===== config.mk =====
export PLATFORM = sky130hd
export DESIGN_NAME = display_mode_controller
export DESIGN_NICKNAME = d
export VERILOG_FILES = /design/src/rtl/display_pkg.sv /design/src/rtl/key_debouncer.sv /design/src/rtl/display_mode_controller.sv
export SDC_FILE = /design/constraint.sdc
export NUM_CORES = 1
export LEC_CHECK = 0
export CAP_MARGIN = 15
export CORE_AREA = 2 2 85 87
export DETAILED_ROUTE_END_ITERATION = 6
export DIE_AREA = 0 0 87 89
export GPL_ROUTABILITY_DRIVEN = 0
export GPL_TIMING_DRIVEN = 1
export PLACE_DENSITY = 0.68
export SLEW_MARGIN = 10
export SYNTH_ARGS = -nofsm -noshare
export SYNTH_HDL_FRONTEND = slang
export SYNTH_SLANG_ARGS = --single-unit

===== constraint.sdc =====
create_clock -name clk -period 6.2 [get_ports clk]
set_input_delay 1.24 -clock clk [delete_from_list [all_inputs] [get_ports clk]]
set_output_delay 1.24 -clock clk [all_outputs]
set_load 0.01 [all_outputs]

===== src/rtl/display_pkg.sv =====
// Shared display-mode encoding and key-FSM states for the display front end.
// The source selector decodes display_mode_e directly.
package display_pkg;

    typedef enum logic [1:0] {
        MODE_CLOCK     = 2'b00,
        MODE_SECONDS   = 2'b01,
        MODE_STOPWATCH = 2'b10,
        MODE_OFF       = 2'b11
    } display_mode_e;

    typedef enum logic [1:0] {
        KEY_IDLE      = 2'b00,
        KEY_HELD      = 2'b01,
        KEY_HOLD_LONG = 2'b10
    } key_state_e;

    // Short press walks the visible modes; from OFF it wakes into CLOCK.
    function automatic display_mode_e short_next(input display_mode_e mode);
        display_mode_e result;
        case (mode)
            MODE_CLOCK:     result = MODE_SECONDS;
            MODE_SECONDS:   result = MODE_STOPWATCH;
            MODE_STOPWATCH: result = MODE_CLOCK;
            MODE_OFF:       result = MODE_CLOCK;
            default:        result = MODE_CLOCK;
        endcase
        return result;
    endfunction

    function automatic display_mode_e long_next(input display_mode_e mode);
        display_mode_e result;
        case (mode)
            MODE_OFF: result = MODE_CLOCK;
            default:  result = MODE_OFF;
        endcase
        return result;
    endfunction

endpackage


===== src/rtl/key_debouncer.sv =====
// Two-flop synchroniser plus stability counter for one active-low push button.
// press/release pulse on the same cycle the debounced level is about to flip.
module key_debouncer #(
    parameter int DEBOUNCE_CYCLES = 1_000_000
) (
    input  logic clk,
    input  logic rst,
    input  logic key_n,
    output logic level,
    output logic press_pulse,
    output logic release_pulse
);

    localparam int CNT_W = (DEBOUNCE_CYCLES > 1) ? $clog2(DEBOUNCE_CYCLES) : 1;
    localparam logic [CNT_W-1:0] CNT_LAST = CNT_W'(DEBOUNCE_CYCLES - 1);

    logic             sync1_r;
    logic             sync2_r;
    logic             level_r;
    logic [CNT_W-1:0] cnt_r;
    logic             flip_s;

    assign flip_s = (sync2_r != level_r) && (cnt_r == CNT_LAST);

    // Synchronise the pin and only accept a level that stayed different long enough.
    always_ff @(posedge clk) begin
        if (rst) begin
            sync1_r <= 1'b1;
            sync2_r <= 1'b1;
            level_r <= 1'b1;
            cnt_r   <= '0;
        end else begin
            sync1_r <= key_n;
            sync2_r <= sync1_r;
            if (sync2_r == level_r) begin
                cnt_r <= '0;
            end else if (flip_s) begin
                level_r <= sync2_r;
                cnt_r   <= '0;
            end else begin
                cnt_r <= cnt_r + CNT_W'(1);
            end
        end
    end

    assign level         = level_r;
    assign press_pulse   = flip_s & ~sync2_r;
    assign release_pulse = flip_s & sync2_r;

endmodule


===== src/rtl/display_mode_controller.sv =====
// Drives the source selector's select/enable from one button: short press cycles
// modes, long press toggles the display off; colon blinks in clock mode.
module display_mode_controller
    import display_pkg::*;
#(
    parameter int DEBOUNCE_CYCLES = 1_000_000,
    parameter int LONG_CYCLES     = 100_000_000,
    parameter int BLINK_CYCLES    = 25_000_000
) (
    input  logic       clk,
    input  logic       rst,
    input  logic       key_mode_n,
    output logic [1:0] select,
    output logic       enable,
    output logic       mode_strobe
);

    localparam int HOLD_W  = (LONG_CYCLES > 1) ? $clog2(LONG_CYCLES) : 1;
    localparam int BLINK_W = (BLINK_CYCLES > 1) ? $clog2(BLINK_CYCLES) : 1;
    localparam logic [HOLD_W-1:0]  HOLD_LAST  = HOLD_W'(LONG_CYCLES - 1);
    localparam logic [BLINK_W-1:0] BLINK_LAST = BLINK_W'(BLINK_CYCLES - 1);

    logic                db_level_s;
    logic                press_s;
    logic                release_s;
    key_state_e          state_r;
    key_state_e          state_nxt_s;
    logic [HOLD_W-1:0]   hold_cnt_r;
    logic [HOLD_W-1:0]   hold_cnt_nxt_s;
    display_mode_e       mode_r;
    display_mode_e       mode_nxt_s;
    logic                strobe_r;
    logic                enable_r;
    logic [BLINK_W-1:0]  blink_cnt_r;

    key_debouncer #(
        .DEBOUNCE_CYCLES (DEBOUNCE_CYCLES)
    ) u_key_debouncer (
        .clk           (clk),
        .rst           (rst),
        .key_n         (key_mode_n),
        .level         (db_level_s),
        .press_pulse   (press_s),
        .release_pulse (release_s)
    );

    // Press classification; the mode action is taken on the same edge as the transition.
    always_comb begin
        state_nxt_s    = state_r;
        hold_cnt_nxt_s = hold_cnt_r;
        mode_nxt_s     = mode_r;
        case (state_r)
            KEY_IDLE: begin
                if (press_s) begin
                    state_nxt_s    = KEY_HELD;
                    hold_cnt_nxt_s = '0;
                end else begin
                    state_nxt_s = KEY_IDLE;
                end
            end
            KEY_HELD: begin
                if (release_s) begin
                    mode_nxt_s     = short_next(mode_r);
                    state_nxt_s    = KEY_IDLE;
                    hold_cnt_nxt_s = '0;
                end else if (db_level_s) begin
                    // Released without a pulse cannot happen; recover quietly.
                    state_nxt_s    = KEY_IDLE;
                    hold_cnt_nxt_s = '0;
                end else if (hold_cnt_r == HOLD_LAST) begin
                    mode_nxt_s  = long_next(mode_r);
                    state_nxt_s = KEY_HOLD_LONG;
                end else begin
                    hold_cnt_nxt_s = hold_cnt_r + HOLD_W'(1);
                end
            end
            KEY_HOLD_LONG: begin
                if (release_s) begin
                    state_nxt_s    = KEY_IDLE;
                    hold_cnt_nxt_s = '0;
                end else begin
                    state_nxt_s = KEY_HOLD_LONG;
                end
            end
            default: begin
                state_nxt_s    = KEY_IDLE;
                hold_cnt_nxt_s = '0;
            end
        endcase
    end

    // Key FSM, mode register and change strobe.
    always_ff @(posedge clk) begin
        if (rst) begin
            state_r    <= KEY_IDLE;
            hold_cnt_r <= '0;
            mode_r     <= MODE_CLOCK;
            strobe_r   <= 1'b0;
        end else begin
            state_r    <= state_nxt_s;
            hold_cnt_r <= hold_cnt_nxt_s;
            mode_r     <= mode_nxt_s;
            strobe_r   <= (mode_nxt_s != mode_r);
        end
    end

    // Colon blink: free-running only while clock mode persists, restarted lit on entry.
    always_ff @(posedge clk) begin
        if (rst) begin
            enable_r    <= 1'b1;
            blink_cnt_r <= '0;
        end else if ((mode_nxt_s != MODE_CLOCK) || (mode_r != MODE_CLOCK)) begin
            enable_r    <= 1'b1;
            blink_cnt_r <= '0;
        end else if (blink_cnt_r == BLINK_LAST) begin
            enable_r    <= ~enable_r;
            blink_cnt_r <= '0;
        end else begin
            blink_cnt_r <= blink_cnt_r + BLINK_W'(1);
        end
    end

    assign select      = mode_r;
    assign enable      = enable_r;
    assign mode_strobe = strobe_r;

endmodule

==> results.md, run 1 <==
* Initial Util at between 50% and 60%
* Cell Int Power at just under 800 uW
* Crit start category: flip-flop
* Die width at between 80 and 90 um
* Worst Tran Pin Value at 0.911 ns
* R2R Path Start: u_key_debouncer.cnt_r[0]
* Fmax at about 320 MHz
* Layout Utilization at 59.9%
* Placed Cells at around 490
* Core area at roughly 0.0067 mm2
* Post-synth cell types at 44
* Hold Path Stages at 1
* Min-Delay Path Class: reg2reg
* Layout area overhead at 8.94%
* P_sw at around 200 uW
* Arrival time worst endpoint at roughly 3.4 ns
* Post_cts resized at 0
* Initial DRC count at roughly 110
* CTS sink count at between 80 and 90
* Antenna Violating Nets Remaining at 0
* Hold path start: u_key_debouncer.sync1_r
* CP Capture Type: flip-flop
* Vias in the first global route at approximately 2800
* Antenna violations before repair at 0
* Clock buffer depth at 2
* Reg2reg end: blink_cnt_r[21]
* Final min period at roughly 3.1 ns
* Post-CTS setup buffers at 0
* Gr ovfl total at 0
* Reg2reg path depth at 7
* #FFs+latches synth at 81
* Clock power share at between 40 and 50%
* GRT Total Usage at between 10% and 20%
* Worst Path Buf+Inv at 0
* Residual DRC at 0
* Mapped Cells at 420
* Row cnt at 30
* Final HPWL DP at approximately 4400 um
* Cell area after layout at about 0.0040 mm2
* Die area at about 0.0077 mm2
* CP Max Fanout at 25
* Ratio of cells with drive above 1 in the final layout at under 10%
* Pwr dens at ~250 mW/mm2
* DR pass1 iterations at 5
* Worst skew pair latency at approximately 0.35 ns
* Via/cell ratio at 5.49
* Worst Hold Path EP: u_key_debouncer.sync2_r
* Synthesis Warnings at 0
* Tot Pwr at roughly 1000 uW
* Total of max-cap violations at 0
* Routed WL at roughly 6500 um
* Slowest stage delay, CP at about 0.8 ns
* Syn_nets at between 400 and 500
* Worst rel slew slack at 38.7%
* Average cell area after synthesis at a little under 9 um2
* Tcrit/Tclk final at about half
* Combinational fraction of design power at under 10%
* Layout Nets at 430
* Final hold viol count at 0
* Worst-path cell chain: ha_1, and4_1, nand4_1, nor4_1, o21ai_1, nand3_1, nor2_1
* Wirelength per Cell at around 13 um
* Most common cell after layout, fill and taps aside: dfxtp_1
* Setup tns final at 0 ns
* Via count at roughly 2800
* Cell Area, Synth at approximately 0.0037 mm2
* VDD IR max at 0.125 mV
* RSZ-0062 raised after global routing: no
* R2R setup slack at between 3 and 4 ns
* Placed instance area at between 0.003 and 0.004 mm2
* Die height at 89 um
* Critical Path RT at between 6 and 7 ns
* Fill cells at 626
* PortBufs at 6
* Sequential area share after synthesis at approximately 44%
* Total CTS buffers at 9
* # H-tree levels at 3
* CP delay by family, top: simple AND/OR/NAND/NOR gates
* First-pass GRT wire length at approximately 12000 um
* CP max-delay cell: nor4_1
* Clock Root Buffer: clkbuf_8
* Ant diodes at 0
* Clock skew at a little over 0.009 ns
* Final Non-Filler Cells at 509
* Most frequent cells in the layout: dfxtp_1, nor2_1, xor2_1
* Max-slew violations at 0
* Largest net degree at the start of global routing at 28
* Clock transition at path regs at roughly 0.090 ns
* I/O pin cnt at 7
* Outcome: finished clean
* Switching share of power at roughly a fifth
* Clock tree from TritonCTS: done
* Final setup violation count at 0
* Hold buffers post-CTS at 0
* Crit path kind: reg2reg
* P_leak at between 1 and 1.5 nW
* Sequential power share at a little over half
-- synth_stat cells (all sizes together) --
library cell | n | area, um2
dfxtp | 81 | 1620
nor2 | 80 | 300
xor2 | 49 | 429
nand3 | 29 | 145
nand2 | 23 | 86.3
o21ai | 15 | 93.8
and3 | 14 | 87.6
xnor2 | 14 | 123
a21oi | 12 | 60.1
inv | 9 | 33.8
nor3 | 9 | 45.0
or3 | 9 | 56.3
nand4 | 8 | 50.1
buf | 7 | 58.8
clkbuf | 7 | 26.3
o2111ai | 7 | 67.6
o211ai | 7 | 72.6
and2 | 5 | 31.3
nor4 | 5 | 37.5
and4 | 4 | 35.0
or2 | 4 | 25.0
ha | 3 | 37.5
nor2b | 3 | 18.8
or4 | 3 | 26.3
a211o | 2 | 17.5
nand4b | 2 | 17.5
a2111oi | 1 | 8.76
a31o | 1 | 8.76
nand2b | 1 | 6.26
nor4b | 1 | 8.76
nor4bb | 1 | 10.0
o311ai | 1 | 8.76
o31ai | 1 | 7.51
o41a | 1 | 21.3
or4b | 1 | 10.0
-- stage by stage --
stage,worst slack [ns],hold WS (ns)
floorplan,3.76,0.389
global placement,3.06,0.403
detailed placement,2.98,0.413
finish,3.06,0.437
global route,2.73,0.466
CTS,3.01,0.433
-- per-layer routing --
metal,track usage [%],routed length [um],share of wire (%),vias to the layer above
li1,-,-,-,1459
met3,3.32,155,2.4,8
met2,30.6,3000,46,34
met5,0,0,0,-
met1,23.8,3230,50,1293
met4,6.68,78,1.2,0
-- final cells by class --
cell class                      count  area [um2]  area share (%)
Clock buffer                        9         124            3.08
Timing Repair Buffer                7        67.6            1.68
Multi-Input combinational cell    316        1960            48.7
Tap cell                           80         100            2.49
Inverter                            9        33.8           0.840
Sequential cell                    81        1620            40.3
Clock inverter                      7         118            2.92
-- flip-flops by register name, indices dropped and copies added, names as in the netlist --
signal and flops:
blink_cnt_r 25, enable 1, hold_cnt_r 27, mode_strobe 1, select 2, state_r 2, u_key_debouncer.cnt_r 20, u_key_debouncer.level 1
u_key_debouncer.sync1_r 1, u_key_debouncer.sync2_r 1
-- power by group through the flow --
stage	clock network (mW)	logic, mW	registers (mW)
2_1_floorplan	0	0.0107	0.536
3_3_place_gp	0	0.0136	0.537
3_5_place_dp	0	0.0137	0.537
4_1_cts	0.468	0.0137	0.524
5_1_grt	0.492	0.0154	0.525
6_report	0.462	0.0135	0.524
-- worst register-to-register path: stages (launching register included) --
cell,delay (ns)
dfxtp_1,0.38
ha_1,0.25
and4_1,0.27
nand4_1,0.18
nor4_1,0.79
o21ai_1,0.30
nand3_1,0.71
nor2_1,0.12
-- kinds of logic (layout without fill, tap and decap cells) --
| logic type | count (synthesis) | in the layout | synth area share (%) |
|---|---|---|---|
| flops | 81 | 81 | 43.9 |
| buf+inv | 23 | 32 | 3.22 |
| compound gates | 48 | 48 | 9.93 |
| xor+xnor | 63 | 63 | 14.9 |
| simple gates | 202 | 202 | 27.0 |
| fa+ha+maj | 3 | 3 | 1.02 |
-- how the worst max path moves through the flow --
stage                        startpoint              end  slack, ns  cells after the start
2_1_floorplan            hold_cnt_r[19]    hold_cnt_r[6]       3.76                      8
3_3_place_gp                        rst  blink_cnt_r[14]       3.06                      4
3_5_place_dp                        rst  blink_cnt_r[21]       2.98                      4
4_1_cts        u_key_debouncer.cnt_r[0]  blink_cnt_r[21]       3.01                      7
5_1_grt        u_key_debouncer.cnt_r[0]  blink_cnt_r[20]       2.73                      7
6_report       u_key_debouncer.cnt_r[0]  blink_cnt_r[21]       3.06                      7
(Power assumes the default switching activity.)
==> run 2: changes to the inputs <==
PLACE_DENSITY = 0.71   (was 0.68)
clock period = 2.8 ns   (was 6.2 ns; I/O delays follow)
==> run 2 against run 1 <==
Design area rose by 2.1%. Via count fell by 0.21%. Die area did not move. Sequential cell count did not move. Highest routed layer unchanged.
==> results.md, run 2 (synthesis gave the netlist of run 1 again) <==
* Largest net degree at the start of global routing at 28 (unchanged)
* Fmax at 380 MHz (+19%)
* Pwr dens at 522 mW/mm2 (+110%)
* Final min period at 2.63 ns (-0.508 ns)
* P_leak at 1.44 nW (+2.7%)
* Wirelength per Cell at 12.4 um (-2.3%)
* Ant diodes at 0 (unchanged)
* Final worst setup slack at 0.166 ns (-2.89 ns)
* Vias in the first global route at 2624 (-4.6%)
* Setup tns final at 0 ns (unchanged)
* Clock transition at path regs at 0.08 ns (about the same)
* Clock Root Buffer: clkbuf_8
* Residual DRC at 0 (unchanged)
* Worst Setup SP: hold_cnt_r[9]
* Top flop regs: hold_cnt_r (27), blink_cnt_r (25), u_key_debouncer.cnt_r (20)
* Layout area overhead at 11.2%
* Initial DRC count at 82 (-25%)
* Clock skew at 0.00753 ns (-0.00160 ns)
* Via/cell ratio at 5.40 (-1.6%)
* Critical Path RT at 3.04 ns (-3.37 ns)
* Antenna Violating Nets Remaining at 0 (unchanged)
* DR pass1 iterations at 5 (unchanged)
* Antenna violations before repair at 0 (unchanged)
* Worst Path Buf+Inv at 1 (+1)
* CTS sink count at 81 (unchanged)
* Crit path depth at 7 (unchanged)
* Clock tree from TritonCTS: done
* Final Non-Filler Cells at 516 (+1.4%)
* Die area at 0.00774 mm2 (unchanged)
* Worst rel slew slack at 58.3% (+20 points)
* Worst-path cell chain: or4_1, or4_4, o41a_4, buf_4, o2111ai_1, xor2_1, nor2_1
* Via count at 2788 (-0.21%)
* I/O pin cnt at 7 (unchanged)
* Most frequent cells in the layout: dfxtp_1, nor2_1, xor2_1
* GRT Total Usage at 17.7% (-0.58 points)
* Slowest stage delay, CP at 0.54 ns (-0.25 ns)
* Place WS at 0.155 ns (-2.82 ns)
* Routed WL at 6400 um (-0.93%)
* R2R Path Start: hold_cnt_r[9]
* CP Capture Type: flip-flop
* Clock buffer depth at 2 (unchanged)
* Outcome: finished clean
* # H-tree levels at 3 (unchanged)
* Tcrit/Tclk final at 94.1% (+43 points)
* Max-slew violations at 0 (unchanged)
* RSZ-0062 raised after global routing: no
* CP max-delay cell: or4_1
* Register area at 0.00162 mm2 (unchanged)
* Gr ovfl total at 0 (unchanged)
* CP delay by family, top: simple AND/OR/NAND/NOR gates
* Worst Tran Pin Value at 0.626 ns (-0.285 ns)
* R2R setup slack at 0.17 ns (-2.89 ns)
* Arrival time worst endpoint at 2.87 ns (-0.48 ns)
* Layout Nets at 438 (+1.9%)
* Switching share of power at 19.8% (-0.72 points)
* Most common cell after layout, fill and taps aside: dfxtp_1
* Crit path kind: reg2reg
* Combinational fraction of design power at 1.8% (+0.5 points)
* Core area at 0.00672 mm2 (unchanged)
* P_sw at 425 uW (+110%)
* Top reg by flops: hold_cnt_r
* Final HPWL DP at 4380 um (-0.26%)
* Min-Delay Path Class: reg2reg
* Die width at 87 um (unchanged)
* Row cnt at 30 (unchanged)
* PortBufs at 6 (unchanged)
* Area of the multi-input gates at 0.00197 mm2 (+0.57%)
* Max reg flops at 27 (unchanged)
* Final setup violation count at 0 (unchanged)
* CP Max Fanout at 12 (-52%)
* Cell area after layout at 0.00411 mm2 (+2.1%)
* Initial Util at 55.0% (unchanged)
* Ratio of cells with drive above 1 in the final layout at 9.86% (+1.5 points)
* Fill cells at 580 (-7.3%)
* First-pass GRT wire length at 11200 um (-4.2%)
* VDD IR max at 0.244 mV (+95%)
* Cell Int Power at 1.72 mW (+120%)
* Worst skew pair latency at 0.34 ns (about the same)
* Sequential power share at 54.2% (+1.7 points)
* Reg2reg path depth at 7 (unchanged)
* Clock power share at 44.1% (-2.1 points)
* Post-CTS setup buffers at 0 (unchanged)
* Final hold viol count at 0 (unchanged)
* Setup crit end: hold_cnt_r[9]
* Crit start category: flip-flop
* Placed instance area at 0.00387 mm2 (+2.2%)
* Total of max-cap violations at 0 (unchanged)
* Reg2reg end: hold_cnt_r[9]
* Die height at 89 um (unchanged)
* Placed Cells at 501 (+1.6%)
* Total CTS buffers at 9 (unchanged)
[run 2: power groups by stage]
| stage | registers, mW | logic (mW) | clock network [mW] |
|---|---|---|---|
| 2_1_floorplan | 1.19 | 0.0237 | 0 |
| 3_3_place_gp | 1.19 | 0.0381 | 0 |
| 6_report | 1.16 | 0.0379 | 0.945 |
| 3_5_place_dp | 1.19 | 0.0385 | 0 |
| 4_1_cts | 1.16 | 0.0386 | 0.977 |
| 5_1_grt | 1.16 | 0.0426 | 1.02 |
[run 2: worst min path at each step]
stage | from | endpoint | slack (ns) | cells after the start
global route | u_key_debouncer.sync1_r | u_key_debouncer.sync2_r | 0.44 | 1
finish | u_key_debouncer.sync1_r | u_key_debouncer.sync2_r | 0.42 | 1
CTS | u_key_debouncer.sync1_r | u_key_debouncer.sync2_r | 0.42 | 1
global placement | u_key_debouncer.sync1_r | u_key_debouncer.sync2_r | 0.40 | 1
floorplan | u_key_debouncer.sync1_r | u_key_debouncer.sync2_r | 0.39 | 1
detailed placement | u_key_debouncer.sync1_r | u_key_debouncer.sync2_r | 0.40 | 1
[run 2: metrics by stage]
step                      util [%]  total power, mW  hold WS [ns]
after floorplan                  -             1.21         0.389
after global placement        57.6             1.23         0.399
after detailed placement      57.6             1.23         0.401
after CTS                     60.9             2.18         0.423
after global routing          61.1             2.23         0.438
final                         61.1             2.14         0.418
[run 2: layout make-up]
class,count,share of cell area (%)
multi-input combinational,316,48.0
sequential,81,39.5
timing repair buffer,15,3.72
clock buffer,11,3.69
tap,80,2.44
clock inverter,4,1.86
inverter,9,0.823
[run 2: timing repair]
item / in CTS / in global routing
endpoints found under the setup margin: 0 / 1
endpoints found under the hold margin: 0 / 0
gates resized for setup: 0 / 1
hold buffers: 0 / 0
[run 2: metal layers]
layer | routed length, um | track usage [%] | up-vias
met4 | 66 | 4.97 | 0
met2 | 2930 | 29.9 | 28
met1 | 3220 | 22.0 | 1278
met5 | 0 | 0 | -
met3 | 187 | 5.63 | 8
li1 | - | - | 1474
==> run 3: changes to the inputs <==
HOLD_SLACK_MARGIN = 0.02   (was unset)
==> results of run 3 <==
The final DEF is identical to that of run 2; final timing and power are the same.
